`src/rtl/counter_pkg.sv`:
```
// Shared types and helpers for the modulo up/down counter.
//   cnt_mode_e : wrap-around vs saturating arithmetic (sat_mode is cast to it)
//   cnt_dir_e  : count direction (up_down is cast to it)
//   ext_width  : width of the intermediate sum, one bit wider than the count
package counter_pkg;

  typedef enum logic {
    CNT_WRAP = 1'b0,
    CNT_SAT  = 1'b1
  } cnt_mode_e;

  typedef enum logic {
    CNT_DOWN = 1'b0,
    CNT_UP   = 1'b1
  } cnt_dir_e;

  // One extra bit so count + step (or count + modulus) can never overflow.
  function automatic int ext_width(input int width);
    return width + 1;
  endfunction

endpackage

```
`src/rtl/counter_step_calc.sv`:
```
// Combinational next-value calculator for one enabled counter update.
// Ports:
//   count_i  : current count (always within 0..MAX_VAL)
//   step_i   : increment/decrement amount
//   dir_i    : CNT_UP / CNT_DOWN
//   mode_i   : CNT_WRAP / CNT_SAT
//   next_o   : count after the update
//   wrap_o   : the update wrapped around the modulus
//   sat_o    : the update was clamped at 0 or MAX_VAL
module counter_step_calc
  import counter_pkg::*;
#(
  parameter int WIDTH   = 8,
  parameter int MAX_VAL = (2**WIDTH) - 1,
  parameter int STEP_W  = 2
) (
  input  logic [WIDTH-1:0]  count_i,
  input  logic [STEP_W-1:0] step_i,
  input  cnt_dir_e          dir_i,
  input  cnt_mode_e         mode_i,
  output logic [WIDTH-1:0]  next_o,
  output logic              wrap_o,
  output logic              sat_o
);

  localparam int EW = ext_width(WIDTH);
  localparam logic [EW-1:0] MAX_EXT = EW'(MAX_VAL);
  // MAX_VAL+1 is at most 2**WIDTH, which fits in EW bits.
  localparam logic [EW-1:0] MOD_EXT = EW'(MAX_VAL) + EW'(1);

  logic [EW-1:0] count_ext;
  logic [EW-1:0] step_ext;
  logic [EW-1:0] sum_ext;
  logic [EW-1:0] res_ext;

  assign count_ext = EW'(count_i);
  assign step_ext  = EW'(step_i);
  assign sum_ext   = count_ext + step_ext;

  always_comb begin
    res_ext = count_ext;
    wrap_o  = 1'b0;
    sat_o   = 1'b0;
    if (dir_i == CNT_UP) begin
      if (sum_ext <= MAX_EXT) begin
        res_ext = sum_ext;
      end else if (mode_i == CNT_WRAP) begin
        res_ext = sum_ext - MOD_EXT;
        wrap_o  = 1'b1;
      end else begin
        res_ext = MAX_EXT;
        sat_o   = 1'b1;
      end
    end else begin
      if (step_ext <= count_ext) begin
        res_ext = count_ext - step_ext;
      end else if (mode_i == CNT_WRAP) begin
        // count < step here, so count + modulus - step stays below the modulus.
        res_ext = count_ext + MOD_EXT - step_ext;
        wrap_o  = 1'b1;
      end else begin
        res_ext = '0;
        sat_o   = 1'b1;
      end
    end
  end

  // Result is always <= MAX_VAL, so the top bit is always zero.
  assign next_o = res_ext[WIDTH-1:0];

endmodule

```
`src/rtl/modulo_updown_counter.sv`:
```
// Parametrised modulo up/down counter with load, programmable step and
// runtime wrap/saturate selection.
// Ports:
//   clk, rst_n : clock, asynchronous active-low reset
//   load, d_in : synchronous load (value clamped to MAX_VAL), beats enable
//   enable     : advance by step this cycle
//   up_down    : 1 = up, 0 = down
//   sat_mode   : 0 = wrap modulo MAX_VAL+1, 1 = saturate at 0/MAX_VAL
//   step       : increment/decrement amount
//   count      : registered count
//   wrap, sat  : registered one-cycle event pulses for the last update
//   at_max     : count == MAX_VAL (combinational)
//   at_min     : count == 0 (combinational)
module modulo_updown_counter
  import counter_pkg::*;
#(
  parameter int WIDTH   = 8,
  parameter int MAX_VAL = (2**WIDTH) - 1,
  parameter int STEP_W  = 2
) (
  input  logic              clk,
  input  logic              rst_n,
  input  logic              load,
  input  logic              up_down,
  input  logic              enable,
  input  logic              sat_mode,
  input  logic [STEP_W-1:0] step,
  input  logic [WIDTH-1:0]  d_in,
  output logic [WIDTH-1:0]  count,
  output logic              wrap,
  output logic              sat,
  output logic              at_max,
  output logic              at_min
);

  if (!((STEP_W <= WIDTH) && (MAX_VAL >= 0) && (MAX_VAL < 2**WIDTH) &&
        ((2**STEP_W) - 1 <= MAX_VAL + 1))) begin : g_bad_cfg
    $error("modulo_updown_counter: illegal WIDTH/MAX_VAL/STEP_W combination");
  end

  localparam logic [WIDTH-1:0] MAX_W = WIDTH'(MAX_VAL);

  logic [WIDTH-1:0] count_q, count_d;
  logic             wrap_q, wrap_d;
  logic             sat_q, sat_d;

  logic [WIDTH-1:0] calc_next;
  logic             calc_wrap;
  logic             calc_sat;

  counter_step_calc #(
    .WIDTH   (WIDTH),
    .MAX_VAL (MAX_VAL),
    .STEP_W  (STEP_W)
  ) u_step_calc (
    .count_i (count_q),
    .step_i  (step),
    .dir_i   (cnt_dir_e'(up_down)),
    .mode_i  (cnt_mode_e'(sat_mode)),
    .next_o  (calc_next),
    .wrap_o  (calc_wrap),
    .sat_o   (calc_sat)
  );

  always_comb begin
    count_d = count_q;
    wrap_d  = 1'b0;
    sat_d   = 1'b0;
    if (load) begin
      // A clamped load is not a boundary event: no pulse.
      count_d = (d_in > MAX_W) ? MAX_W : d_in;
    end else if (enable) begin
      count_d = calc_next;
      wrap_d  = calc_wrap;
      sat_d   = calc_sat;
    end
  end

  always_ff @(posedge clk or negedge rst_n) begin
    if (!rst_n) begin
      count_q <= '0;
      wrap_q  <= 1'b0;
      sat_q   <= 1'b0;
    end else begin
      count_q <= count_d;
      wrap_q  <= wrap_d;
      sat_q   <= sat_d;
    end
  end

  assign count  = count_q;
  assign wrap   = wrap_q;
  assign sat    = sat_q;
  assign at_max = (count_q == MAX_W);
  assign at_min = (count_q == '0);

endmodule
```
`config.mk`:
```
export PLATFORM = sky130hd
export DESIGN_NAME = modulo_updown_counter
export DESIGN_NICKNAME = d
export VERILOG_FILES = /design/src/rtl/counter_pkg.sv /design/src/rtl/counter_step_calc.sv /design/src/rtl/modulo_updown_counter.sv
export SDC_FILE = /design/constraint.sdc
export NUM_CORES = 1
export LEC_CHECK = 0
export CORE_MARGIN = 2
export CORE_UTILIZATION = 29
export CTS_CLUSTER_DIAMETER = 30
export DETAILED_ROUTE_END_ITERATION = 10
export DONT_BUFFER_PORTS = 1
export SYNTH_ARGS = -nofsm -noshare
export SYNTH_HDL_FRONTEND = slang
export SYNTH_SLANG_ARGS = --single-unit
```
`constraint.sdc`:
```
create_clock -name clk -period 2.3 [get_ports clk]
set_clock_uncertainty 0.2 [all_clocks]
set_input_delay 0.345 -clock clk [delete_from_list [all_inputs] [get_ports clk]]
set_output_delay 0.345 -clock clk [all_outputs]
set_load 0.01 [all_outputs]
```
==> results.toml <==
[cts]
root_buffer = "clkbuf_8"
numCtsBuffers = 3
post_cts_buffers = 0
clk_path_buf_depth = 2
clock-sinks = 10
clk_pin_slew_worst_paths_ps = 50
htree_levels = 1
tritoncts = "built"
insertion_delay_ps = 240

[logic_synthesis]
synth_edf_count = 0
yosysUniqueCellTypes = 52
synth.avg_cell_area_um2 = 8.357
synthesis.nets = 153
yosysWarnings = 0
synth-seq-area-share_pct = 22.86
async_flop_share_pct = 100.0
netlist_area_um2 = 1095
synth_seq_cells = 10
synthCells = 131
synth_flop_cell = "dfrtp_1"

[route]
detail_route.iter0.violations = 85
drc = 0
via_per_inst = 5.830
ant_nets = 0
wl_per_cell_um = 17.10
first_pass_iters = 4
routed_wl_mm = 3.215
num_vias = 1096

[place]
dpl.hpwl_mm = 2.234
place.gp.congestion = 0.8397
port_buffers = 0

[sta]
layout_min_cycle_time_ps = 2300
clock.fmax_mhz = 434.8
hold_violations = 0
holdWs_ps = 54.08
slew_headroom_pct = 63.38
fin_crit_sh_pct = 99.99
rsz0062_at_grt = "true"
worst_slew_pin_slew_ps = 547.6
slew_viol_final = 0
finalSetupViolCount = 0

[power_and_ir_drop]
ir_drop_mv = 0.2395
p_leak_uw = 0.0004916
power_density_nw_per_um2 = 575.8
power_uw = 728.3

[grt]
grt_max_degree = 22
grt_pass1_wl_mm = 4.968
grt_pass1_vias = 1022
overflow = 0
antenna_found_initial = 0
grt_usage_pct = 15.70

[floorplanning]
rows = 22
die_w_um = 65.44
coreArea_um2 = 3633
die_h_um = 65.44
io_pins = 28
start_util_pct = 30.13
die-area_um2 = 4282

[outcome]
status = "finished, final reports clean"

[layout]
final_net_count = 164
antennaDiodeCount = 0
drive_gt1_share_pct = 27.14
most-common-layout-cells = "13 x buf_4, 11 x a21oi_1, 10 x nand2_1, 10 x dfrtp_1"
syn2layout_area_growth_pct = 15.54
final_common_cell = "buf_4"

[setup_path]
r2r-start = "count[0]"
crit_fanout = 4
critPathKind = "reg -> out"
cp-end-kind = "output port"
crit_arrival_ps = 1750
crit_start = "count[4]"
crit_required_ps = 1750
crit_path_start_kind = "flop"

[hold_path]
hp-class = "in -> reg"
hold_start = "load"

[job]
drv_cap = 0
==> routing by layer <==
metal  part of all wire (%)  routed length, um  track usage [%]  up-vias
li1                       -                  -                -      504
met1                     41               1305            19.43      519
met2                     46               1484            23.34       67
met3                     11                349            5.137        6
met4                    2.4                 76            9.896        0
met5                      0                  0                0        -
==> critical path, stage by stage, from the launching register on <==
cell	delay (ps)
dfrtp_1	390
or4_4	560
or2_4	280
nor3_4	150
buf_6	130
==> synth_stat cells, types with 2 or more instances <==
| cell type | n | area share (%) |
|---|---|---|
| inv_1 | 8 | 2.7 |
| o211ai_1 | 3 | 2.1 |
| nor2_1 | 8 | 2.7 |
| nor3_1 | 6 | 2.7 |
| nor4_1 | 2 | 1.1 |
| o21ai_0 | 6 | 2.7 |
| or3_1 | 2 | 1.1 |
| and3_1 | 2 | 1.1 |
| clkbuf_8 | 4 | 5.0 |
| nand3_1 | 4 | 1.8 |
| nand2_1 | 10 | 3.4 |
| a21oi_1 | 11 | 5.0 |
| dfrtp_1 | 10 | 23 |
| xor2_1 | 3 | 2.4 |
| a31oi_1 | 2 | 1.1 |
| o41ai_1 | 2 | 1.6 |
| and4_2 | 2 | 1.8 |
| xnor2_1 | 2 | 1.6 |
| nand2b_1 | 2 | 1.1 |
| ha_1 | 4 | 4.6 |
| nor2b_1 | 2 | 1.1 |
| a211oi_1 | 2 | 1.4 |
| o2111ai_1 | 2 | 1.6 |
| or2_2 | 3 | 1.7 |
| fa_1 | 2 | 3.7 |
==> stage by stage <==
stage | instance area (um2) | setup slack, ps | setup TNS (ps) | instances | utilization [%]
4_1_cts | 1224 | 12.14 | 0 | 188 | 33.68
2_1_floorplan | 1095 | 24.91 | 0 | 131 | -
5_1_grt | 1265 | -47.47 | -77.67 | 188 | 34.81
6_report | 1265 | 0.2228 | 0 | 188 | 34.81
3_5_place_dp | 1157 | -14.79 | -14.79 | 183 | 31.85
3_3_place_gp | 1157 | 39.86 | 0 | 183 | 31.85
==> where the power goes <==
part / switching, uW / internal, uW / total [uW]
logic: 181 / 138 / 319
clock network: 78.5 / 116 / 194
registers: 16.4 / 199 / 215
==> sequential cells by signal (all words and copies together), names as in the netlist <==
signal  count
count       8
sat         1
wrap        1
==> area by class of cell <==
| cell class | count | area, um2 |
|---|---|---|
| fillers | 378 | 2369 |
| multi-input cells | 103 | 754.5 |
| clock buffers | 3 | 41.29 |
| inverters | 8 | 30.03 |
| flip-flops and latches | 10 | 250.2 |
| repair buffers | 16 | 128.9 |
| well taps | 48 | 60.06 |
==> worst paths after layout <==
path	end	slack, ps	depth (start not counted)
max in group asynchronous	count[0]	1210	1
hold reg to reg	count[7]	480	3
min in group asynchronous	count[4]	330	1
setup / recovery	at_min	0.2	4
hold / removal	count[0]	50	1
setup reg to reg	count[6]	80	7
==> repair_timing <==
item                       CTS  global route
setup endpoints to repair    2             6
hold buffers                 2             0
pin swaps                    2             2
resized for setup            1            12
hold endpoints to repair    11             0
==> cells by family after synthesis <==
family / Yosys count / synth area share, %
flip-flops: 10 / 22.86
AND/OR/NAND/NOR: 51 / 26.86
adder cells (fa/ha/maj): 6 / 8.229
AO/OA/AOI/OAI: 40 / 25.03
buffers and inverters: 18 / 12.11
multiplexers: 1 / 0.9143
XOR/XNOR: 5 / 4.001
(Power assumes the default switching activity.)
